<file path="config.mk">
export PLATFORM = sky130hd
export DESIGN_NAME = datamem_arbiter
export DESIGN_NICKNAME = d
export VERILOG_FILES = /design/src/rtl/datamem_arbiter.sv
export SDC_FILE = /design/constraint.sdc
export NUM_CORES = 1
export LEC_CHECK = 0
export ABC_CLOCK_PERIOD_IN_PS = 5500
export BUFFER_PORTS_ARGS = -buffer_cell sky130_fd_sc_hd__buf_4
export CAP_MARGIN = 20
export CORE_UTILIZATION = 50
export DETAILED_ROUTE_END_ITERATION = 8
export PLACE_DENSITY = 0.82
export SLEW_MARGIN = 20
export SYNTH_ARGS = -nofsm -noshare
export SYNTH_HDL_FRONTEND = slang
export SYNTH_SLANG_ARGS = --single-unit
</file>
<file path="constraint.sdc">
create_clock -name clk_70_mhz -period 5.5 [get_ports clk_70_mhz]
set_input_delay 0.825 -clock clk_70_mhz [delete_from_list [all_inputs] [get_ports clk_70_mhz]]
set_output_delay 0.825 -clock clk_70_mhz [all_outputs]
set_load 0.03 [all_outputs]
</file>
<file path="src/rtl/datamem_arbiter.sv">
// datamem_arbiter: round-robin two-port front end for a single-port sync-read word memory,
// expanding partial-byte stores into a read-modify-write pair.
module datamem_arbiter #(
  parameter int ADDR_W = 12,
  parameter int DATA_W = 32
) (
  input  logic                clk_70_mhz,
  input  logic                rst_n,
  input  logic                p0_req,
  input  logic                p0_we,
  input  logic [ADDR_W-1:0]   p0_addr,
  input  logic [DATA_W-1:0]   p0_wdata,
  input  logic [DATA_W/8-1:0] p0_be,
  output logic                p0_gnt,
  output logic                p0_rvalid,
  output logic                p0_wack,
  input  logic                p1_req,
  input  logic                p1_we,
  input  logic [ADDR_W-1:0]   p1_addr,
  input  logic [DATA_W-1:0]   p1_wdata,
  input  logic [DATA_W/8-1:0] p1_be,
  output logic                p1_gnt,
  output logic                p1_rvalid,
  output logic                p1_wack,
  output logic [DATA_W-1:0]   rdata,
  output logic                busy,
  output logic [ADDR_W-1:0]   mem_addr,
  output logic [DATA_W-1:0]   mem_wdata,
  output logic                mem_we,
  input  logic [DATA_W-1:0]   mem_rdata
);
  localparam int BE_W = DATA_W / 8;
  typedef enum logic [2:0] {IDLE, READ, RESP, WRITE, RMW_WR} state_t;
  state_t            r_state;
  logic              r_ptr, r_port, r_rmw;
  logic [BE_W-1:0]   r_be;
  logic [DATA_W-1:0] r_wdata, r_mem_wdata, w_merge, w_wdata;
  logic [ADDR_W-1:0] r_mem_addr, w_addr;
  logic [BE_W-1:0]   w_be;
  logic              w_idle, w_go, w_sel, w_we, w_zero, w_full, w_zwack, w_wr, w_resp;
  // grant is gated by rst_n so every output reads 0 while reset is held
  assign w_idle  = rst_n && r_state == IDLE;
  assign w_sel   = (p0_req && p1_req) ? r_ptr : p1_req;
  assign w_go    = w_idle && (p0_req || p1_req);
  assign w_we    = w_sel ? p1_we : p0_we;
  assign w_addr  = w_sel ? p1_addr : p0_addr;
  assign w_wdata = w_sel ? p1_wdata : p0_wdata;
  assign w_be    = w_sel ? p1_be : p0_be;
  assign w_zero  = ~|w_be;
  assign w_full  = &w_be;
  assign w_zwack = w_go && w_we && w_zero;
  assign w_wr    = r_state == WRITE || r_state == RMW_WR;
  assign w_resp  = r_state == RESP;
  always_comb begin
    w_merge = mem_rdata;
    for (int k = 0; k < BE_W; k++)
      if (r_be[k]) w_merge[8*k +: 8] = r_wdata[8*k +: 8];
  end
  assign p0_gnt    = w_go && !w_sel;
  assign p1_gnt    = w_go && w_sel;
  assign p0_wack   = (w_zwack && !w_sel) || (w_wr && !r_port);
  assign p1_wack   = (w_zwack && w_sel) || (w_wr && r_port);
  assign p0_rvalid = w_resp && !r_port;
  assign p1_rvalid = w_resp && r_port;
  assign rdata     = w_resp ? mem_rdata : '0;
  assign busy      = r_state != IDLE;
  assign mem_we    = w_wr;
  assign mem_addr  = r_mem_addr;
  assign mem_wdata = r_state == RMW_WR ? w_merge : r_mem_wdata;
  always_ff @(posedge clk_70_mhz or negedge rst_n) begin
    if (!rst_n) begin
      r_state     <= IDLE;
      r_ptr       <= 1'b0;
      r_port      <= 1'b0;
      r_rmw       <= 1'b0;
      r_be        <= '0;
      r_wdata     <= '0;
      r_mem_addr  <= '0;
      r_mem_wdata <= '0;
    end else begin
      case (r_state)
        IDLE: if (w_go) begin
          r_ptr   <= !w_sel;
          r_port  <= w_sel;
          r_rmw   <= w_we;
          r_be    <= w_be;
          r_wdata <= w_wdata;
          if (!(w_we && w_zero)) r_mem_addr <= w_addr;
          if (w_we && w_full) begin
            r_mem_wdata <= w_wdata;
            r_state     <= WRITE;
          end else if (!(w_we && w_zero)) r_state <= READ;
        end
        READ:    r_state <= r_rmw ? RMW_WR : RESP;
        RMW_WR: begin
          r_mem_wdata <= w_merge;
          r_state     <= IDLE;
        end
        default: r_state <= IDLE;
      endcase
    end
  end
endmodule
</file>
==> impl_metrics.toml, run 1 <==
[yosys]
synth_xor_area_frac = 0
yosys.area_share.simple = 0.191
yosysWarnings = 0
synth-compound-area-share = 0.187
avgSynthCellArea_um2 = 9.42
seq_area_frac_synth = 0.402
async_flop_share = 1.00
synth_mux_area_frac = 0.180
yosys_register_bits = 86
synthAdderAreaFrac = 0
synth_top_family_by_area = "simple AND/OR/NAND/NOR gates"
synth_ff_type = "dfrtp_1"
synth-edff-count = 0
synth_cells = 569
synthDistinctLibCells = 36
syn-num-nets = 703
synth_area_mm2 = 0.00536

[route]
wl_mm = 15.2
met1_length_mm = 6.19
drt-pass1-iter-count = 8
drc = 0
drtAntennaViolNets = 0
wl_met3_mm = 1.22
wl_per_cell_um = 16.9
vias = 5125
top_layer = "met4"
wl_met2_mm = 7.44
viasPerCell = 5.70
drtIter0Drc = 257

[placed_design]
portBuffers = 217
place.gp.congestion = 0.845
dpl.hpwl_mm = 10.8
dpl_cell_area_mm2 = 0.00702

[timing]
finalCritPeriodShare = 0.664
finalHoldViolations = 0
worstMarginPinSlew_ns = 0.831
relSlewSlack = 0.446
setup_tns_ns = 0
setup_viol = 0
period_needed_ns = 3.65
slew_violations = 0
skew_ns = 0.0140
rsz0062_at_grt = "false"
fmax_mhz = 274

[cts]
root_buffer = "clkbuf_8"
cts_buffer_depth = 2
clkTransAtPathRegs_ns = 0.08
clkLatencyLatePin_ns = 0.34
numCtsBuffers = 9
postCtsSetupRepairBufs = 0
cts_tree = "built"
cts.repair.resized = 0
cts-hold-fix-buffers = 0
htree_levels = 3
clock_sinks = 86

[cells_and_area]
seq_area_mm2 = 0.00215
fillers = 841
drive_gt1_frac = 0.396
final_common_cell = "buf_4"
num_antenna_cells = 0
syn2layout_area_growth_pct = 34.6
final_cell_area_mm2 = 0.00721
nets = 892
multi_input_area_mm2 = 0.00301
layout_common_cells = "buf_4 (223), dfrtp_1 (86), nand2_1 (76)"

[global_routing]
grt_pass1_wl_mm = 24.5
grt_max_degree = 77
antenna_found_initial = 0
overflow = 0
grt_pass1_vias = 5095
track_usage = 0.275

[floorplanning]
die_h_um = 106
io_pins = 218
die_area_mm2 = 0.0111
initial_core_util = 0.517
fp.dieW_um = 106
fp-row-count = 37
core_area_mm2 = 0.0104

[setup_path]
cp_top_family = "buffers and inverters"
crit_end = "r_mem_wdata[0]"
reg2reg_to = "r_mem_wdata[0]"
rrSetupSlack_ns = 2.43
endpoint_kind = "flip-flop"
cp_slowest_cell = "a311oi_4"
critPathBufInv = 3
crit_top_cell = "buf_4"
max_stage_delay_ns = 0.74
worstSetupPathType = "primary input to flip-flop"
start_kind = "primary input"
crit_path_cell_trace = "buf_4 -> inv_1 -> or4_4 -> a311oi_4 -> buf_4 -> mux2_2"
cp_data_required_time_ns = 5.73
cp_data_arrival_time_ns = 3.88
r2r-start = "r_ptr"
cp_num_cells = 6
crit_path_start = "p1_req"
worstPathMaxFanout = 59
r2r_cells = 5

[power_and_ir_drop]
vdd.ir_drop.worst_mv = 0.285
power_density_mw_per_mm2 = 483
p_leak_nw = 3.51
report.power.total_mw = 3.48

[run_status]
outcome = "finished clean"

[job]
cap_violations = 0

[min_path]
holdCritPathClass = "primary input to async pin"
-- worst min path at each step --
stage,startpoint,slack (ns),end
2_1_floorplan,r_wdata[10],0.45,r_wdata[10]
3_3_place_gp,r_wdata[10],0.46,r_wdata[10]
3_5_place_dp,r_wdata[25],0.46,r_wdata[25]
4_1_cts,rst_n,0.37,r_wdata[15]
5_1_grt,rst_n,0.38,r_mem_wdata[23]
6_report,rst_n,0.37,r_wdata[15]
-- synthesized netlist by cell type (2+ instances only) --
cell type / n / share of area
nor2_1: 35 / 0.025
mux2i_1: 26 / 0.049
o21a_1: 23 / 0.032
and3_1: 24 / 0.028
mux2_4: 20 / 0.056
mux2_2: 36 / 0.076
inv_1: 5 / 0.0035
o21ai_0: 37 / 0.035
buf_6: 3 / 0.0063
nor4_1: 2 / 0.0023
and2_1: 34 / 0.040
a31oi_1: 20 / 0.023
a211oi_1: 10 / 0.014
nand2_1: 76 / 0.053
clkbuf_1: 39 / 0.027
o31a_1: 22 / 0.036
nand3_1: 11 / 0.010
nor2b_1: 15 / 0.018
or2_2: 2 / 0.0023
a21boi_0: 22 / 0.031
buf_2: 3 / 0.0028
nand4_1: 2 / 0.0023
a21oi_1: 4 / 0.0037
dfrtp_1: 86 / 0.40
-- metrics by stage --
stage / worst slack [ns] / util / hold slack [ns] / std cells
after floorplan: 2.36 / - / 0.446 / 569
after global placement: 1.65 / 0.677 / 0.458 / 883
after detailed placement: 1.53 / 0.677 / 0.462 / 883
after CTS: 1.91 / 0.695 / 0.369 / 899
after global routing: 1.73 / 0.695 / 0.377 / 899
final: 1.85 / 0.695 / 0.368 / 899
-- sequential cells by signal (all words and copies together) (netlist names) --
register and count:
r_port 1, r_wdata 32, r_be 4, r_rmw 1, r_state 3, mem_addr 12, r_mem_wdata 32, r_ptr 1
-- cell families (layout without fill, tap and decap cells) --
family,count (synthesis),in the layout
AOI/OAI and AO/OA,143,143
DFF,86,86
and+or+nand+nor,208,208
buffers and inverters,50,244
muxes,82,82
-- routing by layer --
layer | up-vias | GRT usage
li1 | 2402 | -
met5 | - | 0
met3 | 35 | 0.0575
met1 | 2437 | 0.347
met2 | 251 | 0.469
met4 | 0 | 0.0952
-- report_power, final --
part / total (mW) / switching, mW / internal [mW]
logic: 1.89 / 1.05 / 0.840
registers: 1.18 / 0.248 / 0.931
clock network: 0.419 / 0.217 / 0.202
total: 3.48 / 1.51 / 1.97
-- final cells by class --
cell class | count | share of cell area
repair buffers | 223 | 0.232
flip-flops and latches | 86 | 0.299
multi-input cells | 433 | 0.417
well taps | 136 | 0.0236
clock buffers | 14 | 0.0240
clock inverters | 2 | 0.00208
inverters | 5 | 0.00260
No activity file was read; power rests on OpenSTA's default activity.
==> run 2, diff against run 1 <==
--- a/config.mk
+++ b/config.mk
@@ -5,12 +5,12 @@
 export SDC_FILE = /design/constraint.sdc
 export NUM_CORES = 1
 export LEC_CHECK = 0
-export ABC_CLOCK_PERIOD_IN_PS = 5500
+export ABC_CLOCK_PERIOD_IN_PS = 3600
 export BUFFER_PORTS_ARGS = -buffer_cell sky130_fd_sc_hd__buf_4
 export CAP_MARGIN = 20
-export CORE_UTILIZATION = 50
+export CORE_UTILIZATION = 49
 export DETAILED_ROUTE_END_ITERATION = 8
-export PLACE_DENSITY = 0.82
+export PLACE_DENSITY = 0.81
 export SLEW_MARGIN = 20
 export SYNTH_ARGS = -nofsm -noshare
 export SYNTH_HDL_FRONTEND = slang
==> constraint.sdc (replaced) <==
create_clock -name clk_70_mhz -period 3.6 [get_ports clk_70_mhz]
set_input_delay 0.54 -clock clk_70_mhz [delete_from_list [all_inputs] [get_ports clk_70_mhz]]
set_output_delay 0.54 -clock clk_70_mhz [all_outputs]
set_load 0.03 [all_outputs]
==> run 2 against run 1 <==
Net effect: sequential cell count unchanged; largest cell class unchanged; combinational power increased by 53%; global-route usage increased by 0.11 points; via count decreased by 1.2%.
==> impl_metrics.toml, run 2 (synthesized netlist as in run 1, its figures left out) <==
[run_status]
outcome = "finished clean"

[timing]
rsz0062_at_grt = "false"
slew_violations = 0
fmax_mhz = 347
setup_tns_ns = 0
period_needed_ns = 2.88
holdWs_ns = 0.482
setup_viol = 0
finalHoldViolations = 0
relSlewSlack = 0.409
finalCritPeriodShare = 0.801
worstMarginPinSlew_ns = 0.885
skew_ns = 0.0130

[cts]
postCtsSetupRepairBufs = 0
cts_buffer_depth = 2
cts_tree = "built"
clkLatencyLatePin_ns = 0.35
clkTransAtPathRegs_ns = 0.09
numCtsBuffers = 9
htree_levels = 3
root_buffer = "clkbuf_8"
clock_sinks = 86

[floorplanning]
io_pins = 218
fp.dieW_um = 107
core_area_mm2 = 0.0105
die_h_um = 107
initial_core_util = 0.512
fp-row-count = 37
die_area_mm2 = 0.0114

[route]
drc = 0
drtAntennaViolNets = 0
drtIter0Drc = 232
vias = 5061
wl_mm = 15.6
wl_per_cell_um = 17.3
drt-pass1-iter-count = 5
viasPerCell = 5.61

[cells_and_area]
nets = 896
fin_util = 0.692
syn2layout_area_growth_pct = 35.1
num_antenna_cells = 0
layout_common_cells = "buf_4 (225), dfrtp_1 (86), nand2_1 (76)"
final_common_cell = "buf_4"
drive_gt1_frac = 0.398

[setup_path]
worstPathMaxFanout = 8
start_kind = "primary input"
cp_data_required_time_ns = 3.06
endpoint_kind = "output port"
cp_data_arrival_time_ns = 2.34
worstSetupPathType = "primary input to output port"

[global_routing]
track_usage = 0.276
grt_pass1_vias = 5143
grt_pass1_wl_mm = 24.8
grt_max_degree = 81
overflow = 0
antenna_found_initial = 0

[power_and_ir_drop]
vdd.ir_drop.worst_mv = 0.381
power_density_mw_per_mm2 = 740
p_leak_nw = 3.54

[placed_design]
place.gp.congestion = 0.923
portBuffers = 217
dpl.hpwl_mm = 11.1

[job]
cap_violations = 0

[min_path]
holdCritPathClass = "flip-flop to flip-flop"
==> run 2: cell count changes in the layout (fill, tap and decap cells not counted), sizes merged <==
cell         previous run  this run
dlygate4sd3             0         1
buf                   223       226
clkbuf                 14        10
clkinvlp                2         1
clkinv                  0         2
bufinv                  0         1
inv                     5         6
==> run 2: final cells by class <==
type | instances | area, um2
clock buffer | 10 | 128
clock inverter | 5 | 60.1
fill | 826 | 3220
inverter | 5 | 18.8
multi-input combinational | 433 | 3000
sequential | 86 | 2150
tap | 136 | 170
timing repair buffer | 227 | 1710
==> run 2: worst max-delay path: stages <==
cell and delay, ns:
dlygate4sd3_1 0.53, buf_4 0.18, nor4b_2 0.39, nand2_1 0.18, o32ai_1 0.31, buf_4 0.21
==> run 2: power by group <==
group / leakage [nW] / total [mW] / internal [mW] / switching, mW
clock: 0.0927 / 0.670 / 0.320 / 0.350
combinational: 2.39 / 2.89 / 1.29 / 1.60
sequential: 1.05 / 1.80 / 1.42 / 0.377
total: 3.54 / 5.36 / 3.03 / 2.33
==> run 2: what timing repair did <==
action | in CTS | in global routing
hold buffers | 1 | 0
endpoints found under the hold margin | 6 | 0
resized for setup | 0 | 0
==> run 2: through the flow <==
| stage | cell area [um2] | setup WS [ns] | power, mW | instances |
|---|---|---|---|---|
| floorplan | 5360 | 1.03 | 3.68 | 569 |
| global placement | 7040 | 0.754 | 4.61 | 886 |
| detailed placement | 7040 | 0.662 | 4.69 | 886 |
| CTS | 7240 | 0.737 | 5.37 | 902 |
| global route | 7240 | 0.617 | 5.66 | 902 |
| finish | 7240 | 0.716 | 5.36 | 902 |
==> run 2: metal layers <==
| layer | GRT usage | routed length (um) | part of all wire | vias to the layer above |
|---|---|---|---|---|
| li1 | - | - | - | 2405 |
| met1 | 0.363 | 6640 | 0.43 | 2393 |
| met2 | 0.455 | 7490 | 0.48 | 230 |
| met3 | 0.0337 | 1020 | 0.065 | 33 |
| met4 | 0.127 | 434 | 0.028 | 0 |
| met5 | 0 | 0 | 0 | - |
==> run 2: final timing paths <==
path / startpoint / to / cells after the start / slack (ns)
worst min register to register: r_wdata[10] / r_wdata[10] / 2 / 0.48
worst max-delay path: rst_n / p0_wack / 6 / 0.72
max in group asynchronous: rst_n / r_wdata[31] / 3 / 2.12
min in group asynchronous: rst_n / r_wdata[12] / 2 / 0.55
worst max register to register: r_ptr / r_mem_wdata[11] / 5 / 0.89
worst min-delay path: r_wdata[10] / r_wdata[10] / 2 / 0.48
==> run 3, diff against run 2 <==
--- a/config.mk
+++ b/config.mk
@@ -5,12 +5,13 @@
 export SDC_FILE = /design/constraint.sdc
 export NUM_CORES = 1
 export LEC_CHECK = 0
-export ABC_CLOCK_PERIOD_IN_PS = 3600
+export ABC_AREA = 1
+export ABC_CLOCK_PERIOD_IN_PS = 2580
 export BUFFER_PORTS_ARGS = -buffer_cell sky130_fd_sc_hd__buf_4
 export CAP_MARGIN = 20
-export CORE_UTILIZATION = 49
+export CORE_UTILIZATION = 44
 export DETAILED_ROUTE_END_ITERATION = 8
-export PLACE_DENSITY = 0.81
+export PLACE_DENSITY = 0.78
 export SLEW_MARGIN = 20
 export SYNTH_ARGS = -nofsm -noshare
 export SYNTH_HDL_FRONTEND = slang
==> constraint.sdc (replaced) <==
create_clock -name clk_70_mhz -period 2.58 [get_ports clk_70_mhz]
set_input_delay 0.387 -clock clk_70_mhz [delete_from_list [all_inputs] [get_ports clk_70_mhz]]
set_output_delay 0.387 -clock clk_70_mhz [all_outputs]
set_load 0.03 [all_outputs]
==> run 3 against run 2 <==
Net effect: utilization down 6.4 points; largest cell class unchanged; routed wire length down 12%; critical endpoint unchanged; register-to-register slack worse by 0.40 ns.
==> impl_metrics.toml, run 3 <==
[run_status]
outcome = "finished clean"

[setup_path]
max_stage_delay_ns = 0.40
worstSetupPathType = "flip-flop to output port"
cp_data_required_time_ns = 2.19
endpoint_kind = "output port"
crit_path_cell_trace = "inv_1 -> nand2_1 -> nand2_2 -> buf_4 -> nand2_1 -> inv_1 -> a22o_1 -> buf_4"
cp_top_family = "buffers and inverters"
cp_data_arrival_time_ns = 1.99
start_kind = "flip-flop"
worstPathMaxFanout = 41
cp_slowest_cell = "buf_4"
critPathBufInv = 4

[yosys]
synth_area_mm2 = 0.00513
synth_xor_area_frac = 0
synth-edff-count = 0
seq_area_frac_synth = 0.419
synthAdderAreaFrac = 0
yosys.area_share.simple = 0.303
yosys_register_bits = 86
yosysTopAreaCell = "dfrtp_1"
syn-num-nets = 898
yosysMostFrequentCell = "nand2_1"
synth_top_family_by_area = "simple AND/OR/NAND/NOR gates"
ys_top_cells_by_area = "dfrtp_1 (42%), nand2_1 (22%), o21ai_0 (14%)"
synthTopCellsByCount = "nand2_1 (295), o21ai_0 (146), dfrtp_1 (86), inv_1 (78), nand3_1 (44)"
synth_cells = 764
synth-compound-area-share = 0.151
synth_mux_area_frac = 0.0234
async_flop_share = 1.00
netlist.area_leader.share = 0.419
synthDistinctLibCells = 23
avgSynthCellArea_um2 = 6.72
synth_ff_type = "dfrtp_1"
yosysWarnings = 0

[global_routing]
track_usage = 0.237
grt_max_degree = 57
antenna_found_initial = 0
overflow = 0
grt_pass1_wl_mm = 22.3
grt_pass1_vias = 4866

[placed_design]
dpl_cell_area_mm2 = 0.00684
portBuffers = 217
dpl.hpwl_mm = 9.92
dp_cells = 1090
dp_slack_ns = 0.461
place.gp.congestion = 0.791

[timing]
relSlewSlack = 0.624
slew_violations = 0
setup_viol = 0
finalHoldViolations = 0
worst_slack_ns = 0.206
setup_tns_ns = 0
finalCritPeriodShare = 0.920
period_needed_ns = 2.37
holdWs_ns = 0.211
skew_ns = 0.00548
worstMarginPinSlew_ns = 0.565
fmax_mhz = 421
rsz0062_at_grt = "false"

[cells_and_area]
final_common_cell = "nand2_1"
final_cell_area_mm2 = 0.00714
fin_util = 0.628
layout_common_cells = "nand2_1 (294), buf_4 (230), o21ai_0 (146)"
drive_gt1_frac = 0.265
fillers = 1073
num_antenna_cells = 0
nets = 1092
syn2layout_area_growth_pct = 39.1
final_cells = 1103

[floorplanning]
core_area_mm2 = 0.0114
die_h_um = 110
initial_core_util = 0.451
fp.dieW_um = 110
fp-row-count = 39
die_area_mm2 = 0.0121
io_pins = 218

[route]
drt-pass1-iter-count = 5
viasPerCell = 4.93
wl_mm = 13.7
vias = 5437
drtAntennaViolNets = 0
wl_per_cell_um = 12.4
drtIter0Drc = 267
drc = 0

[cts]
postCtsSetupRepairBufs = 0
clkTransAtPathRegs_ns = 0.06
numCtsBuffers = 9
clkLatencyLatePin_ns = 0.33
cts_buffer_depth = 2
clock_sinks = 86
htree_levels = 3
cts_tree = "built"
cts.repair.resized = 0
root_buffer = "clkbuf_16"
cts-hold-fix-buffers = 0

[job]
cap_violations = 0

[power_and_ir_drop]
power_density_mw_per_mm2 = 1110
report.power.total_mw = 7.90
p_leak_nw = 4.02
vdd.ir_drop.worst_mv = 0.527

[min_path]
holdCritPathClass = "primary input to async pin"
==> run 3: cell types whose count changed after synthesis, sizes merged, moves of 23 or more <==
cell,delta
mux2,-56
nand3,+34
nand2,+221
and2,-34
o21a,-23
o21ai,+111
inv,+75
and3,-24
==> run 3: layer usage <==
| metal | global-route usage | vias to the layer above | wire length, um |
|---|---|---|---|
| li1 | - | 2793 | - |
| met1 | 0.307 | 2465 | 5980 |
| met2 | 0.403 | 165 | 6680 |
| met3 | 0.0353 | 14 | 872 |
| met4 | 0.0810 | 0 | 194 |
| met5 | 0 | - | 0 |
==> run 3: path summary, 6_finish.rpt <==
kind	end	cells past startpoint	slack [ns]	start
min in group clk_70_mhz	mem_addr[1]	3	0.35	p1_addr[1]
hold reg to reg	r_mem_wdata[9]	2	0.47	r_mem_wdata[9]
setup reg to reg	r_mem_wdata[12]	10	0.49	r_state[1]
hold / removal	r_mem_wdata[29]	2	0.21	rst_n
max in group asynchronous	mem_addr[6]	2	1.98	rst_n
setup / recovery	p0_wack	8	0.21	r_ptr
==> run 3: cell type report <==
type	instances	area, um2	area share
Multi-Input combinational cell	550	2460	0.345
Clock buffer	11	233	0.0326
Inverter	80	300	0.0421
Tap cell	143	179	0.0251
Timing Repair Buffer	231	1750	0.245
Clock inverter	2	60.1	0.00842
Sequential cell	86	2150	0.302
==> run 3: logic make-up after synthesis <==
kind of cell	Yosys count
simple gates	386
flops	86
mux	12
compound gates	152
buf+inv	128
==> run 3: power breakdown <==
part	leakage, nW	internal (mW)	switching, mW
Sequential	1.03	2.01	0.474
Combinational	2.84	1.48	2.62
Clock	0.142	0.832	0.482
